--- config.mk ---
export PLATFORM = sky130hd
export DESIGN_NAME = msg_rd_pipe
export DESIGN_NICKNAME = d
export VERILOG_FILES = /design/src/rtl/msg_checker_pkg.sv /design/src/rtl/msg_rd_pipe.sv
export SDC_FILE = /design/constraint.sdc
export NUM_CORES = 1
export LEC_CHECK = 0
export ABC_CLOCK_PERIOD_IN_PS = 800
export BUFFER_PORTS_ARGS = -buffer_cell sky130_fd_sc_hd__buf_4
export CAP_MARGIN = 20
export CORE_AREA = 2 2 39 41
export CTS_CLUSTER_SIZE = 10
export DETAILED_ROUTE_END_ITERATION = 10
export DIE_AREA = 0 0 41 43
export SETUP_SLACK_MARGIN = 0.2
export SYNTH_ARGS = -nofsm -noshare
export SYNTH_HDL_FRONTEND = slang
export SYNTH_SLANG_ARGS = --single-unit
--- constraint.sdc ---
create_clock -name clk -period 0.8 [get_ports clk]
set_input_delay 0.16 -clock clk [delete_from_list [all_inputs] [get_ports clk]]
set_output_delay 0.16 -clock clk [all_outputs]
set_load 0.05 [all_outputs]
--- src/rtl/msg_checker_pkg.sv ---
// Shared definitions for the message checker.
// Holds the scan FSM state type, the legal-character bounds, the largest supported message
// length and the character legality test used by the checker.

package msg_checker_pkg;

    typedef enum logic [1:0] {
        StIdle,
        StRead,
        StDrain,
        StDone
    } state_t;

    localparam logic [7:0]  CHAR_SPACE  = 8'h20;
    localparam logic [7:0]  CHAR_LO     = 8'h61;
    localparam logic [7:0]  CHAR_HI     = 8'h7A;
    localparam int unsigned MSG_LEN_MAX = 32;
    localparam int unsigned IDX_W       = 5;

    // A byte is legal when it is a space or a lower-case letter.
    function automatic logic is_legal_char(input logic [7:0] c);
        return (c == CHAR_SPACE) || ((c >= CHAR_LO) && (c <= CHAR_HI));
    endfunction

endpackage

--- src/rtl/msg_rd_pipe.sv ---
// Tag pipeline matching RAM read latency.
// Carries a valid bit and a byte index RD_LAT cycles so each RAM read word arrives together
// with the index of the address that produced it.
// Ports:
//   clk, reset_n  clock and asynchronous active-low reset
//   flush         synchronous clear of all in-flight tags
//   in_valid      an address is being issued this cycle
//   in_index      the index of that address
//   out_valid     the RAM data on q_d this cycle belongs to a tagged read
//   out_index     index of that read
//   active        any tag still in flight

module msg_rd_pipe
    import msg_checker_pkg::*;
#(
    parameter int unsigned RD_LAT = 1
) (
    input  logic             clk,
    input  logic             reset_n,
    input  logic             flush,
    input  logic             in_valid,
    input  logic [IDX_W-1:0] in_index,
    output logic             out_valid,
    output logic [IDX_W-1:0] out_index,
    output logic             active
);

    logic [RD_LAT-1:0]            vld_q;
    logic [RD_LAT-1:0][IDX_W-1:0] idx_q;

    always_ff @(posedge clk or negedge reset_n) begin
        if (!reset_n) begin
            vld_q <= '0;
            idx_q <= '0;
        end else if (flush) begin
            vld_q <= '0;
        end else begin
            vld_q[0] <= in_valid;
            idx_q[0] <= in_index;
            for (int i = 1; i < int'(RD_LAT); i++) begin
                vld_q[i] <= vld_q[i-1];
                idx_q[i] <= idx_q[i-1];
            end
        end
    end

    assign out_valid = vld_q[RD_LAT-1];
    assign out_index = idx_q[RD_LAT-1];
    assign active    = |vld_q;

endmodule

==> results list, run 1 <==
* Placeable core area: 1380 um^2
- Via density per instance: 3.65
* CP Buf/Inv Count: 1
* Setup repair after global routing missed its margin: yes
- The cell family contributing the most delay on the critical path is flip-flops.
* Die boundary height: 43 um
* Worst r2r src: out_index[3]
* Sum of overflow across all layers after global routing: 0
* Maximum number of buffers from clock root to sink: 2
- Multi-input gate area in the final layout: 83.8 um^2
* Worst hold path class: primary input to flop
- In this design, the stage delay of the slowest critical-path cell is 0.42 ns.
- Counting distinct cell types in the post-synthesis netlist gives 4.
* Final Max Slew Viols: 0
* Final-layout setup total negative slack: -1.19 ns
* Clock Pin Slew Worst Setup and Hold Paths: 0.04 ns
- Layout Skew: 0 ns
- Derived from the worst setup path, the maximum achievable clock frequency is 1040 MHz.
- Initial cell density of the core: 16.1%
- Share of the cycle needed by the critical path after routing: 121%
* Vias in the first global route: 216
* Count of unresolved DRC violations after routing: 0
* Critical path endpoint category: output pin
- Reg2reg end: out_index[3]
- The clock reaches the later pin of the worst-skew pair after 0.24 ns.
- For this run, the post-layout net count is 43.
- Cell Chain, Critical Path: buf_8
- Num ports: 16
* Largest fanout of any net on the critical path: 2
* Mean Syn Cell Area: 17.1 um^2
* Clock Root Buffer: sky130_fd_sc_hd__clkbuf_4
* Global-route wire length before repair: 834 um
- Setup violation total in the final timing report: 8
- Total power after layout: 0.914 mW
- In the final routed layout, each cell accounts on average for 10.4 um.
- In this run, placement finished with an instance count of 43.
- For this block, the routed nets add up to 501 um of wire.
- Most repeated cell in the gate-level netlist after synthesis: sky130_fd_sc_hd__dfrtp_1
- The final hold violation count was 0.
- The share of synthesized area in the top cell type comes to 67.4%.
- Min Tclk post-route: 0.964 ns
- CTS built an H-tree with a depth of 1.
- Final cell count without fillers: 48
- The synthesized design spends more area on one cell type than any other, namely sky130_fd_sc_hd__dfrtp_1.
* Sequential share of the synthesized area: 67.4%
- The final reports fail on setup timing.
- Clock tree from TritonCTS: built
* Largest net degree at the start of global routing: 7
* Worst Tran Pin Value: 0.105 ns
* Total leakage power: 0.217 nW
* Synthesized Nets: 22
- The number of cells on the worst reg-to-reg path is 2.
- The first routing iteration left 0 violations.
- Measured along the x axis, the die boundary spans 41 um.
* Gr usage total: 7.77%
- Area after DPL: 374 um^2
- Cell Rows: 14
- Along the worst hold path, the cell count comes to 2.
- The flow ran to the end, but the final reports show violations.
* EDFF count, synth: 0
- Num Clock Sinks: 6
- Summing every instance area after synthesis gives 223 um^2.
- Worst IR drop on VDD: 0.643 mV
- Hold worst-path end: out_index[0]
- Registers take 158 um^2.
- In the synthesized netlist, the cells that appear most often are 6 x sky130_fd_sc_hd__dfrtp_1, 5 x sky130_fd_sc_hd__mux2_2, 1 x sky130_fd_sc_hd__and2b_2, 1 x sky130_fd_sc_hd__buf_4.
- Core utilization of the finished layout: 32.4%
* Number of violations of the max-capacitance limit: 0
- Worst-case register-to-register setup slack: -0.10 ns
* Yosys reg bits: 6
- Counting the fill cells in the layout gives 149.
* Via Count: 175
- Layout Cell Area excl Fill: 448 um^2
- Final hold slack: 0.151 ns
- STA puts the critical path data required time at 0.64 ns.
- Counting the buffers created by CTS gives 3.
* Relative slew slack: 93.0%
- Place WS: 0.0248 ns
* Async set-or-reset flop fraction in the synthesized netlist: 100%
- Power spread over the standard cell area amounts to 2040 nW/um^2.
- Post-route antenna net violation count: 0
- For this run, the detailed router's first-pass iteration total came to 1.
- Port buffering added 15 buffers.
- The number of antenna diodes in the final layout is 0.
- Hold Startpoint: in_index[0]
- Syn Inst Count: 13
- The initial antenna violation count is 0.
- Ranked by total cell area, the synthesized netlist is headed by sky130_fd_sc_hd__dfrtp_1 67%, sky130_fd_sc_hd__mux2_2 25%, sky130_fd_sc_hd__and2b_2 3.9%, sky130_fd_sc_hd__buf_4 3.4%.
- Area added between synthesis and finish: 101%
- DIE AREA: 1760 um^2
- Yosys warning total: 0
* Data arrival time of the critical path: 0.80 ns
- Setup CP Type: flop to output pin
- Routability congestion estimate: 0.569
- Share of layout cells above drive strength 1: 96.9%
- Slowest CP cell: sky130_fd_sc_hd__dfrtp_2
- Tracing the worst setup path back leads to its startpoint at out_index[3].
* Dominant synthesized flop cell: sky130_fd_sc_hd__dfrtp_1
* Kind of start point of the critical path: flop
- Final critical-path setup slack: -0.164 ns
-- logic make-up (layout without fill, tap and decap cells) --
family                 count (synthesis)  in the layout  share of synthesized area (%)
muxes                                  5              5                           25.3
and+or+nand+nor                        1              1                           3.93
buffers and inverters                  1             20                           3.37
DFF                                    6              6                           67.4
-- power by group --
part	switching, mW	leakage (nW)	internal [mW]	total [mW]
logic	0.148	0.139	0.138	0.287
registers	0.0233	0.0650	0.338	0.361
clock network	0.0967	0.0138	0.169	0.266
total	0.268	0.217	0.645	0.914
-- cell usage in the layout, fill, tap and decap left out, drive strengths merged --
cell type     n
clkbuf        3
dfrtp         6
dlygate4sd3   1
and2b         1
mux2          5
buf          16
-- layout make-up --
class | count | share of cell area [%]
Tap cell | 16 | 4.47
Timing Repair Buffer | 17 | 36.6
Multi-Input combinational cell | 6 | 18.7
Clock buffer | 3 | 5.03
Sequential cell | 6 | 35.2
-- what timing repair did --
item	in CTS	in global routing
resized for setup	7	2
buffers inserted	0	1
cloned	0	0
hold buffers	1	0
endpoints found under the setup margin	12	12
endpoints found under the hold margin	6	0
-- worst max-delay path by stage --
stage,endpoint,slack [ns],depth (start not counted)
global placement,out_index[1],0.04,1
CTS,out_valid,-0.18,1
global route,out_valid,-0.19,1
finish,out_index[3],-0.16,1
detailed placement,out_index[3],0.02,1
floorplan,out_index[0],-0.1,1
-- sequential cells by signal, indices dropped and copies added, names as in the netlist --
signal,cells
active,1
out_index,5
-- layer usage --
metal	share of wire [%]	track usage (%)	up-vias	wire, um
met5	0	0	-	0
met4	0	6.00	0	0
met1	41	8.50	80	203
met3	15	5.24	0	75
met2	44	10.0	13	221
li1	-	-	82	-
Power figures use the tool's default switching activity.
==> inputs of run 2 (changes only) <==
--- a/config.mk
+++ b/config.mk
@@ -9,7 +9,9 @@
 export BUFFER_PORTS_ARGS = -buffer_cell sky130_fd_sc_hd__buf_4
 export CAP_MARGIN = 20
 export CORE_AREA = 2 2 39 41
-export CTS_CLUSTER_SIZE = 10
+export CTS_BUF_LIST = sky130_fd_sc_hd__clkbuf_8 sky130_fd_sc_hd__clkbuf_16
+export CTS_CLUSTER_DIAMETER = 150
+export CTS_CLUSTER_SIZE = 12
 export DETAILED_ROUTE_END_ITERATION = 10
 export DIE_AREA = 0 0 41 43
 export SETUP_SLACK_MARGIN = 0.2
==> results list, run 2 (synthesized netlist as in run 1, its figures left out) <==
- The flow ran to the end, but the final reports show violations.
- Violations in the final reports: setup timing
- CP Buf/Inv Count: 1 (unchanged)
* Share of the cycle needed by the critical path after routing: 118% (-2.7 points)
- Critical path endpoint category: output pin
- The core area is 1380 um^2 (unchanged).
- The overall via count from detail_route is 172 (-1.7%).
* Relative slew slack: 93.0% (about the same)
* Initial cell density of the core: 16.1% (unchanged)
- The total die area came to 1760 um^2 (unchanged).
- First-pass DRT Iterations: 1 (unchanged)
* Flip-flop count of the largest register after layout: 5 (unchanged)
- Die X-Extent: 41 um (unchanged)
* Iteration-0 DRC count of the detailed router: 0 (unchanged)
- The number of rows in the core area is 14 (unchanged).
- Count of unresolved DRC violations after routing: 0 (unchanged)
- Internal Dissipation: 0.799 mW (+24%)
* Place WS: 0.0248 ns (unchanged)
- Worst Tran Pin Value: 0.105 ns (-0.0000114 ns)
- Worst IR drop on VDD: 0.796 mV (+24%)
- The required arrival time at the worst endpoint came to 0.64 ns (about the same).
* Share of total power consumed by net switching: 26.6% (-2.8 points)
- The number of max-cap violations came to 0 (unchanged).
- The global-route total usage across every layer came to 7.87% (+0.10 points).
- Switch Pwr: 0.289 mW (+7.9%)
- The number of primary I/O pins is 16 (unchanged).
- The most critical setup path has its startpoint at out_index[3].
* Via density per instance: 3.58 (-1.7%)
* Final critical-path setup slack: -0.143 ns (+0.0213 ns)
* Setup violation total in the final timing report: 8 (unchanged)
- TritonCTS built the clock tree.
- Largest net degree at the start of global routing: 7 (unchanged)
- The critical path depth came to 1 (unchanged).
* Layout Cell Area excl Fill: 467 um^2 (+4.2%)
- Clk pwr share: 40.4% (+11 points)
* Setup repair after global routing missed its margin: yes
- Top delay family on crit path: flip-flops
- The count of cells along the worst register-to-register path is 2 (unchanged).
- The area growth from synthesis to layout is 110%.
- Final Max Slew Viols: 0 (unchanged)
- The post-route total power came to 1.09 mW (+19%).
- The static leakage power is 0.225 nW (+3.6%).
- The count of antenna-violating nets left after detailed routing came to 0 (unchanged).
* Setup CP Type: flop to output pin
* Average wire per cell in the routed design: 10.7 um (+2.6%)
- Worst hold path class: primary input to flop
* Number of input and output port buffers inserted: 15 (unchanged)
* Most frequent cells in the layout: 8 x sky130_fd_sc_hd__buf_4, 7 x sky130_fd_sc_hd__buf_6, 6 x sky130_fd_sc_hd__dfrtp_2, 5 x sky130_fd_sc_hd__mux2_4, 3 x sky130_fd_sc_hd__clkbuf_8
- The highest fanout seen on the critical path is 2 (unchanged).
* Global-route wire length before repair: 841 um (+0.84%)
- Wire length reported by the detailed router: 514 um (+2.6%)
- The count of clock tree sinks was 6 (unchanged).
* Final count of hold timing violations: 0 (unchanged)
* Slowest CP cell: sky130_fd_sc_hd__dfrtp_2
* Clock Pin Slew Worst Setup and Hold Paths: 0.04 ns (about the same)
- Sum of overflow across all layers after global routing: 0 (unchanged)
- Min Tclk post-route: 0.943 ns (-0.0213 ns)
- The vertical die dimension was 43 um (unchanged).
* Core utilization of the finished layout: 33.7% (+1.4 points)
- The library cell used most frequently in the layout, excluding fill and tap cells, is sky130_fd_sc_hd__buf_4.
- TritonCTS buffer count: 3 (unchanged)
* End of the critical path: out_index[3]
- Clock Root Buffer: sky130_fd_sc_hd__clkbuf_8
- Routability congestion estimate: 0.569 (unchanged)
* Worst-case register-to-register setup slack: -0.10 ns (about the same)
- The initial antenna violation count was 0 (unchanged).
- The number of global-route vias before repair was 216 (unchanged).
- The maximum buffer depth of the clock tree was 2 (unchanged).
* Cell area power density: 2330 nW/um^2 (+14%)
* Reg2reg end: out_index[3]
- Kind of start point of the critical path: flop
* Number of antenna cells inserted: 0 (unchanged)
- Final-layout setup total negative slack: -1.04 ns (+0.148 ns)
- The delay contributed by the slowest stage of the critical path was 0.41 ns (about the same).
- CTS HTree Levels: 1 (unchanged)
- Share of layout cells above drive strength 1: 96.9% (unchanged)
- The relative contribution of sequential cells to total power is 33.3% (-6.3 points).
- Max Clk Rate: 1060 MHz (+2.3%)
- The combinational power share is 26.3% (-5.1 points).
* Cell Chain, Critical Path: buf_8
* Area after DPL: 374 um^2 (unchanged)
* Worst r2r src: out_index[3]
* Data arrival time of the critical path: 0.78 ns (-0.02 ns)
- Worst skew pair latency: 0.22 ns (-0.02 ns)
- Net count of the finished layout: 43 (unchanged)
* Layout Skew: 0 ns (unchanged)
## run 2: per-stage QoR
step / cells / hold slack, ns
floorplan: 13 / -0.136
global placement: 43 / -0.0330
detailed placement: 43 / -0.0276
CTS: 47 / 0.162
global route: 48 / 0.168
finish: 48 / 0.170
## run 2: cell type report
class	instances	area, um^2
fill	149	917
timing repair buffer	17	164
sequential	6	158
multi-input combinational	6	83.8
clock buffer	3	41.3
tap	16	20.0
## run 2: power groups by stage
stage | combinational, mW | sequential, mW | clock, mW
finish | 0.287 | 0.362 | 0.440
global route | 0.300 | 0.365 | 0.486
CTS | 0.275 | 0.361 | 0.465
floorplan | 0.0591 | 0.458 | 0
detailed placement | 0.252 | 0.358 | 0
global placement | 0.248 | 0.356 | 0
## run 2: per-layer routing
| metal | share of wire (%) | track usage, % | vias up |
|---|---|---|---|
| li1 | - | - | 82 |
| met1 | 40 | 8.50 | 77 |
| met2 | 46 | 10.3 | 13 |
| met3 | 14 | 3.66 | 0 |
| met4 | 0 | 8.00 | 0 |
| met5 | 0 | 0 | - |
## run 2: how the worst min path moves through the flow
stage / from / to / slack, ns / cells past startpoint
after floorplan: reset_n / active / -0.14 / 0
after global routing: in_index[1] / out_index[1] / 0.17 / 2
after CTS: in_index[0] / out_index[0] / 0.16 / 2
final: in_index[0] / out_index[0] / 0.17 / 2
after global placement: reset_n / out_index[3] / -0.03 / 1
after detailed placement: reset_n / out_index[2] / -0.03 / 1
## run 2: repair_timing
action / 4_1_cts / 5_1_grt
hold endpoints to repair: 6 / 0
setup buffers: 0 / 1
endpoints found under the setup margin: 12 / 12
resized for setup: 7 / 2
hold buffers: 1 / 0
